==> config.mk <==
export PLATFORM = sky130hd
export DESIGN_NAME = axi_burst_addr_gen
export DESIGN_NICKNAME = d
export VERILOG_FILES = /design/src/rtl/axi_burst_addr_gen_pkg.sv /design/src/rtl/axi_beat_addr_calc.sv /design/src/rtl/axi_burst_addr_gen.sv
export SDC_FILE = /design/constraint.sdc
export NUM_CORES = 1
export LEC_CHECK = 0
export CAP_MARGIN = 30
export CORE_MARGIN = 4
export CORE_UTILIZATION = 44
export DETAILED_ROUTE_END_ITERATION = 10
export PLACE_DENSITY = 0.72
export SLEW_MARGIN = 20
export SYNTH_ARGS = -nofsm -noshare
export SYNTH_HDL_FRONTEND = slang
export SYNTH_HIERARCHICAL = 1
export SYNTH_SLANG_ARGS = --single-unit
==> constraint.sdc <==
create_clock -name aclk_i -period 14.37 [get_ports aclk_i]
set_input_delay 2.874 -clock aclk_i [delete_from_list [all_inputs] [get_ports aclk_i]]
set_output_delay 2.874 -clock aclk_i [all_outputs]
set_load 0.02 [all_outputs]
==> src/rtl/axi_burst_addr_gen_pkg.sv <==
// Shared AXI burst/size encodings, page constant and FSM state type for the
// burst address generator.
package axi_burst_addr_gen_pkg;

  // AXI bursts never cross a 4KB page; the page offset is 12 bits wide.
  localparam int unsigned PageW = 12;

  typedef enum logic [1:0] {
    BurstFixed = 2'b00,
    BurstIncr  = 2'b01,
    BurstWrap  = 2'b10,
    BurstRsvd  = 2'b11
  } axi_burst_e;

  typedef enum logic [2:0] {
    Size1B   = 3'd0,
    Size2B   = 3'd1,
    Size4B   = 3'd2,
    Size8B   = 3'd3,
    Size16B  = 3'd4,
    Size32B  = 3'd5,
    Size64B  = 3'd6,
    Size128B = 3'd7
  } axi_size_e;

  typedef enum logic {
    StIdle,
    StBurst
  } gen_state_e;

  // WRAP bursts are only defined for 2, 4, 8 or 16 beats.
  function automatic logic wrap_len_ok(input logic [7:0] len);
    return (len == 8'd1) || (len == 8'd3) || (len == 8'd7) || (len == 8'd15);
  endfunction

endpackage

==> src/rtl/axi_beat_addr_calc.sv <==
// Combinational next-beat address for FIXED, INCR and WRAP bursts.
module axi_beat_addr_calc
  import axi_burst_addr_gen_pkg::*;
#(
  parameter int unsigned ADDR_W = 20
) (
  input  logic [ADDR_W-1:0] cur_addr_i,
  input  logic [2:0]        size_i,
  input  logic [7:0]        len_i,
  input  axi_burst_e        burst_i,
  input  logic [ADDR_W-1:0] wrap_base_i,
  output logic [ADDR_W-1:0] next_addr_o
);

  logic [ADDR_W-1:0] step;
  logic [ADDR_W-1:0] aligned;
  logic [ADDR_W-1:0] sum;
  logic [ADDR_W-1:0] wrap_bytes;
  logic [ADDR_W-1:0] page_mask;

  always_comb begin
    step       = ADDR_W'(1) << size_i;
    aligned    = cur_addr_i & ~(step - ADDR_W'(1));
    sum        = aligned + step;
    wrap_bytes = (ADDR_W'(len_i) + ADDR_W'(1)) << size_i;
    // Upper bits frozen at the page; mask is zero when ADDR_W equals the page width.
    page_mask  = ~((ADDR_W'(1) << PageW) - ADDR_W'(1));

    next_addr_o = cur_addr_i;
    unique case (burst_i)
      BurstIncr: next_addr_o = (cur_addr_i & page_mask) | (sum & ~page_mask);
      BurstWrap: next_addr_o = (sum == wrap_base_i + wrap_bytes) ? wrap_base_i : sum;
      default:   next_addr_o = cur_addr_i;
    endcase
  end

endmodule

==> src/rtl/axi_burst_addr_gen.sv <==
// AXI burst address generator: accepts one AxADDR-style command and issues one
// registered address beat per handshake, with back-to-back command acceptance.
module axi_burst_addr_gen
  import axi_burst_addr_gen_pkg::*;
#(
  parameter int unsigned ADDR_W   = 20,
  parameter int unsigned MAX_SIZE = 3
) (
  input  logic              aclk_i,
  input  logic              areset_i,
  input  logic              cmd_valid_i,
  output logic              cmd_ready_o,
  input  logic [ADDR_W-1:0] cmd_addr_i,
  input  logic [7:0]        cmd_len_i,
  input  logic [2:0]        cmd_size_i,
  input  logic [1:0]        cmd_burst_i,
  output logic              beat_valid_o,
  input  logic              beat_ready_i,
  output logic [ADDR_W-1:0] beat_addr_o,
  output logic              beat_last_o,
  output logic [7:0]        beat_idx_o,
  output logic              beat_err_o
);

  gen_state_e        state_q;
  logic [ADDR_W-1:0] addr_q;
  logic [ADDR_W-1:0] base_q;
  logic [7:0]        idx_q;
  logic [7:0]        len_q;
  logic [2:0]        size_q;
  axi_burst_e        burst_q;
  logic              valid_q;
  logic              last_q;
  logic              err_q;

  axi_burst_e        cmd_burst;
  logic [ADDR_W-1:0] cmd_step;
  logic [ADDR_W-1:0] cmd_wrap_bytes;
  logic [ADDR_W-1:0] cmd_base;
  logic              cmd_err;
  logic              cmd_fire;
  logic              beat_fire;
  logic [ADDR_W-1:0] next_addr;

  always_comb begin
    cmd_burst      = axi_burst_e'(cmd_burst_i);
    cmd_step       = ADDR_W'(1) << cmd_size_i;
    cmd_wrap_bytes = (ADDR_W'(cmd_len_i) + ADDR_W'(1)) << cmd_size_i;
    cmd_base       = cmd_addr_i & ~(cmd_wrap_bytes - ADDR_W'(1));
    cmd_err        = (cmd_burst == BurstRsvd) ||
                     (32'(cmd_size_i) > MAX_SIZE) ||
                     ((cmd_burst == BurstWrap) &&
                      (!wrap_len_ok(cmd_len_i) ||
                       ((cmd_addr_i & (cmd_step - ADDR_W'(1))) != '0)));
  end

  // Ready in the last-beat handshake cycle lets the next burst start with no bubble.
  assign cmd_ready_o = (state_q == StIdle) || (valid_q && beat_ready_i && last_q);
  assign cmd_fire    = cmd_valid_i && cmd_ready_o;
  assign beat_fire   = valid_q && beat_ready_i;

  axi_beat_addr_calc #(
    .ADDR_W(ADDR_W)
  ) u_calc (
    .cur_addr_i (addr_q),
    .size_i     (size_q),
    .len_i      (len_q),
    .burst_i    (burst_q),
    .wrap_base_i(base_q),
    .next_addr_o(next_addr)
  );

  always_ff @(posedge aclk_i) begin
    if (areset_i) begin
      state_q <= StIdle;
      addr_q  <= '0;
      base_q  <= '0;
      idx_q   <= '0;
      len_q   <= '0;
      size_q  <= '0;
      burst_q <= BurstFixed;
      valid_q <= 1'b0;
      last_q  <= 1'b0;
      err_q   <= 1'b0;
    end else if (cmd_fire) begin
      state_q <= StBurst;
      addr_q  <= cmd_addr_i;
      base_q  <= cmd_base;
      idx_q   <= '0;
      len_q   <= cmd_len_i;
      size_q  <= cmd_size_i;
      // Illegal commands replay the start address, exactly like FIXED.
      burst_q <= cmd_err ? BurstFixed : cmd_burst;
      valid_q <= 1'b1;
      last_q  <= (cmd_len_i == 8'd0);
      err_q   <= cmd_err;
    end else if (beat_fire) begin
      if (last_q) begin
        state_q <= StIdle;
        valid_q <= 1'b0;
        last_q  <= 1'b0;
        err_q   <= 1'b0;
      end else begin
        addr_q <= next_addr;
        idx_q  <= idx_q + 8'd1;
        last_q <= ((idx_q + 8'd1) == len_q);
      end
    end
  end

  assign beat_valid_o = valid_q;
  assign beat_addr_o  = addr_q;
  assign beat_last_o  = last_q;
  assign beat_idx_o   = idx_q;
  assign beat_err_o   = err_q;

endmodule

==> impl_metrics.tcl <==
set metrics [dict create \
    cp_data_required_time_ns 11.50 \
    fp-row-count 48 \
    min_from "burst_q[1]$_SDFFE_PP0P_" \
    synth_seq_area_share_pct 16.7 \
    fillerInstances 1774 \
    die_h_um 140 \
    hold_buffers 0 \
    grt_pass1_wl_um 39700 \
    switching_share_pct 33.4 \
    vias_per_cell 6.37 \
    hold_slack_ns 0.486 \
    mostFrequentLayoutCells "136 x nand2_1, 86 x nor2_1, 80 x a21oi_1" \
    clockBufferDepth 2 \
    firstDrtPassIters 7 \
    crit_type "in2out" \
    r2r_end "beat_addr_o[0]$_SDFFE_PP0P_" \
    clk_latency_ns 0.33 \
    drive_gt1_share_pct 5.43 \
    cts_made_buffers 9 \
    grt_usage_pct 24.2 \
    syn_area_mm2 0.00768 \
    start_util_pct 44.7 \
    placed_area_mm2 0.00840 \
    fin_tns_setup_ns 0 \
    clock_skew_ns 0.00958 \
    ys_ff_latch 64 \
    holdPathStages 2 \
    hold_class "reg2reg" \
    synth_edf_count 0 \
    dieArea_mm2 0.0196 \
    async_flop_share_pct 0 \
    synth_ff_type "dfxtp_1" \
    antenna_found_initial 0 \
    reg2regPathDepth 22 \
    cap_violations 0 \
    reg2reg_from "len_q[0]$_SDFFE_PP0P_" \
    intPower_uw 423 \
    period_share_pct 49.3 \
    status "completed" \
    synth_warnings 6 \
    finalWeightedCongestion 0.955 \
    power_frac_clock_pct 36.1 \
    cp-start-kind "input pin" \
    gr-total-overflow 0 \
    rrSetupSlack_ns 8.35 \
    fp.dieW_um 140 \
    slew_viol_final 0 \
    wirelength_um 24500 \
    avgRoutedWirePerCell_um 18.4 \
    vias 8477 \
    area_growth_syn_to_layout_pct 13.5 \
    cts_root_buf "clkbuf_16" \
    end_kind "primary output" \
    fin_crit_ns 7.08 \
    cp_max_fo 3 \
    diodes 0 \
    place_inst 1314 \
    final_nets 1170 \
    layout_commonest_cell "nand2_1" \
    worst-slew-pin-transition_ns 0.920 \
    final_core_util_pct 50.7 \
    rsz0062_at_grt "no" \
    max_slew_margin_pct 37.9 \
    synth_cell_types 92 \
    worstPathArrival_ns 4.20 \
    fmax_ghz 0.141 \
    first_iter_violations 840 \
    path_clk_slew_ns 0.05 \
    cellLeakagePower_uw 0.00318 \
    cp_cell_sequence "clkdlybuf4s50_1 > nand2_1 > nand2_1 > clkdlybuf4s50_1" \
    postCtsSetupBuffers 0 \
    power_density_mw_per_mm2 73.0 \
    setup_viol 0 \
    grt_start_max_net_pins 50 \
    grt_pass1_vias 7675 \
    io_buffer_count 68 \
    h-tree-depth 3 \
    cts.sinks 64 \
    cts_resized 0 \
    ant_nets 0 \
    cts_tree "done" \
    fin_area_mm2 0.00871 \
    ir_drop_mv 0.0531 \
    synthCells 1083 \
    synth_nets 1153 \
    final_cell_count_no_fill 1330 \
    hold_violations 0 \
    hpwl_um 18900 \
    pwr-share-seq_pct 32.4 \
    avgSynthCellArea_um2 7.09 \
    slowest_stage "clkdlybuf4s50_1" \
    slowest_delay_ns 0.62 \
    switchingPower_uw 213 \
    min_to "burst_q[1]$_SDFFE_PP0P_" \
    ios 69 \
    drc_errors 0 \
    combPwrFrac_pct 31.5 \
    core_mm2 0.0172 \
]
## power groups by stage
stage / sequential [uW] / clock, uW / combinational [uW]
after floorplan: 206 / 0 / 139
after global placement: 209 / 0 / 194
after detailed placement: 209 / 0 / 196
after CTS: 205 / 231 / 198
after global routing: 208 / 239 / 220
final: 206 / 230 / 200
## stage by stage
step	worst slack, ns	power [uW]
after floorplan	8.36	345
after global placement	7.30	403
after detailed placement	7.29	406
after CTS	7.29	634
after global routing	7.22	667
final	7.29	636
## cell usage after synthesis, types with 5 or more instances
cell / instances / area share, %
o22ai_1: 14 / 1.1
a32oi_1: 7 / 0.80
xor2_1: 24 / 2.7
a31oi_1: 22 / 1.8
nor3_1: 18 / 1.2
nand3_1: 46 / 3.0
or3_1: 9 / 0.73
buf_2: 10 / 0.65
a22oi_1: 20 / 2.0
a211o_1: 9 / 1.0
clkbuf_1: 47 / 2.3
o211ai_1: 19 / 1.9
nor3b_1: 7 / 0.68
mux2i_1: 22 / 2.9
and2_1: 9 / 0.73
nor2b_1: 12 / 0.98
o21ai_1: 8 / 0.52
a21oi_1: 81 / 5.3
xnor3_1: 5 / 1.5
o31ai_1: 7 / 0.68
dfxtp_1: 64 / 17
nand4_1: 22 / 1.8
nand2_1: 136 / 6.7
inv_1: 40 / 2.0
o21a_1: 6 / 0.59
and3_1: 20 / 1.6
ha_1: 32 / 5.2
or4_1: 7 / 0.68
nor4_1: 13 / 1.1
a32o_1: 9 / 1.2
o31a_1: 5 / 0.57
a211oi_1: 13 / 1.3
and4_1: 7 / 0.80
a21o_1: 9 / 0.88
o21ai_0: 50 / 3.3
nor2_1: 87 / 4.3
buf_1: 8 / 0.39
xnor2_1: 40 / 4.6
nand2b_1: 17 / 1.4
or2_2: 9 / 0.73
## per-layer routing
| metal | wire length [um] | global-route usage, % | vias up |
|---|---|---|---|
| met4 | 608 | 7.85 | 0 |
| met3 | 1680 | 2.73 | 48 |
| met5 | 0 | 0 | - |
| met2 | 11300 | 38.3 | 336 |
| li1 | - | - | 4078 |
| met1 | 10900 | 34.5 | 4015 |
## worst max path at each step
stage          cells after the start          from  slack (ns)     endpoint
4_1_cts                            4  beat_ready_i        7.29  cmd_ready_o
5_1_grt                            4  beat_ready_i        7.22  cmd_ready_o
2_1_floorplan                      2  beat_ready_i        8.36  cmd_ready_o
3_3_place_gp                       4  beat_ready_i        7.30  cmd_ready_o
3_5_place_dp                       4  beat_ready_i        7.29  cmd_ready_o
6_report                           4  beat_ready_i        7.29  cmd_ready_o
## worst max-delay path, delay by kind of cell
family | cells | cell delay (ns)
and+or+nand+nor | 2 | 0.24
buffers and inverters | 2 | 1.09
## kinds of logic after synthesis
group | synth area share (%)
DFF | 16.7
xor gates and xnor gates | 8.77
muxes | 3.31
and+or+nand+nor | 29.2
AOI/OAI and AO/OA | 30.3
buffers and inverters | 6.32
adders and majority gates | 5.48
## sequential cells by signal, indices dropped and copies added, names as in the netlist
register      count
beat_addr_o      20
base_q           20
beat_err_o        1
beat_last_o       1
beat_idx_o        8
len_q             8
beat_valid_o      1
size_q            3
burst_q           2
## cell type report
class	count	area [um^2]	share of cell area [%]
Clock buffer	11	233	2.67
Multi-Input combinational cell	905	5920	68.0
Clock inverter	5	81.3	0.934
Tap cell	225	282	3.23
Timing Repair Buffer	79	758	8.70
Sequential cell	64	1280	14.7
Inverter	41	154	1.77
(Power assumes the default switching activity.)
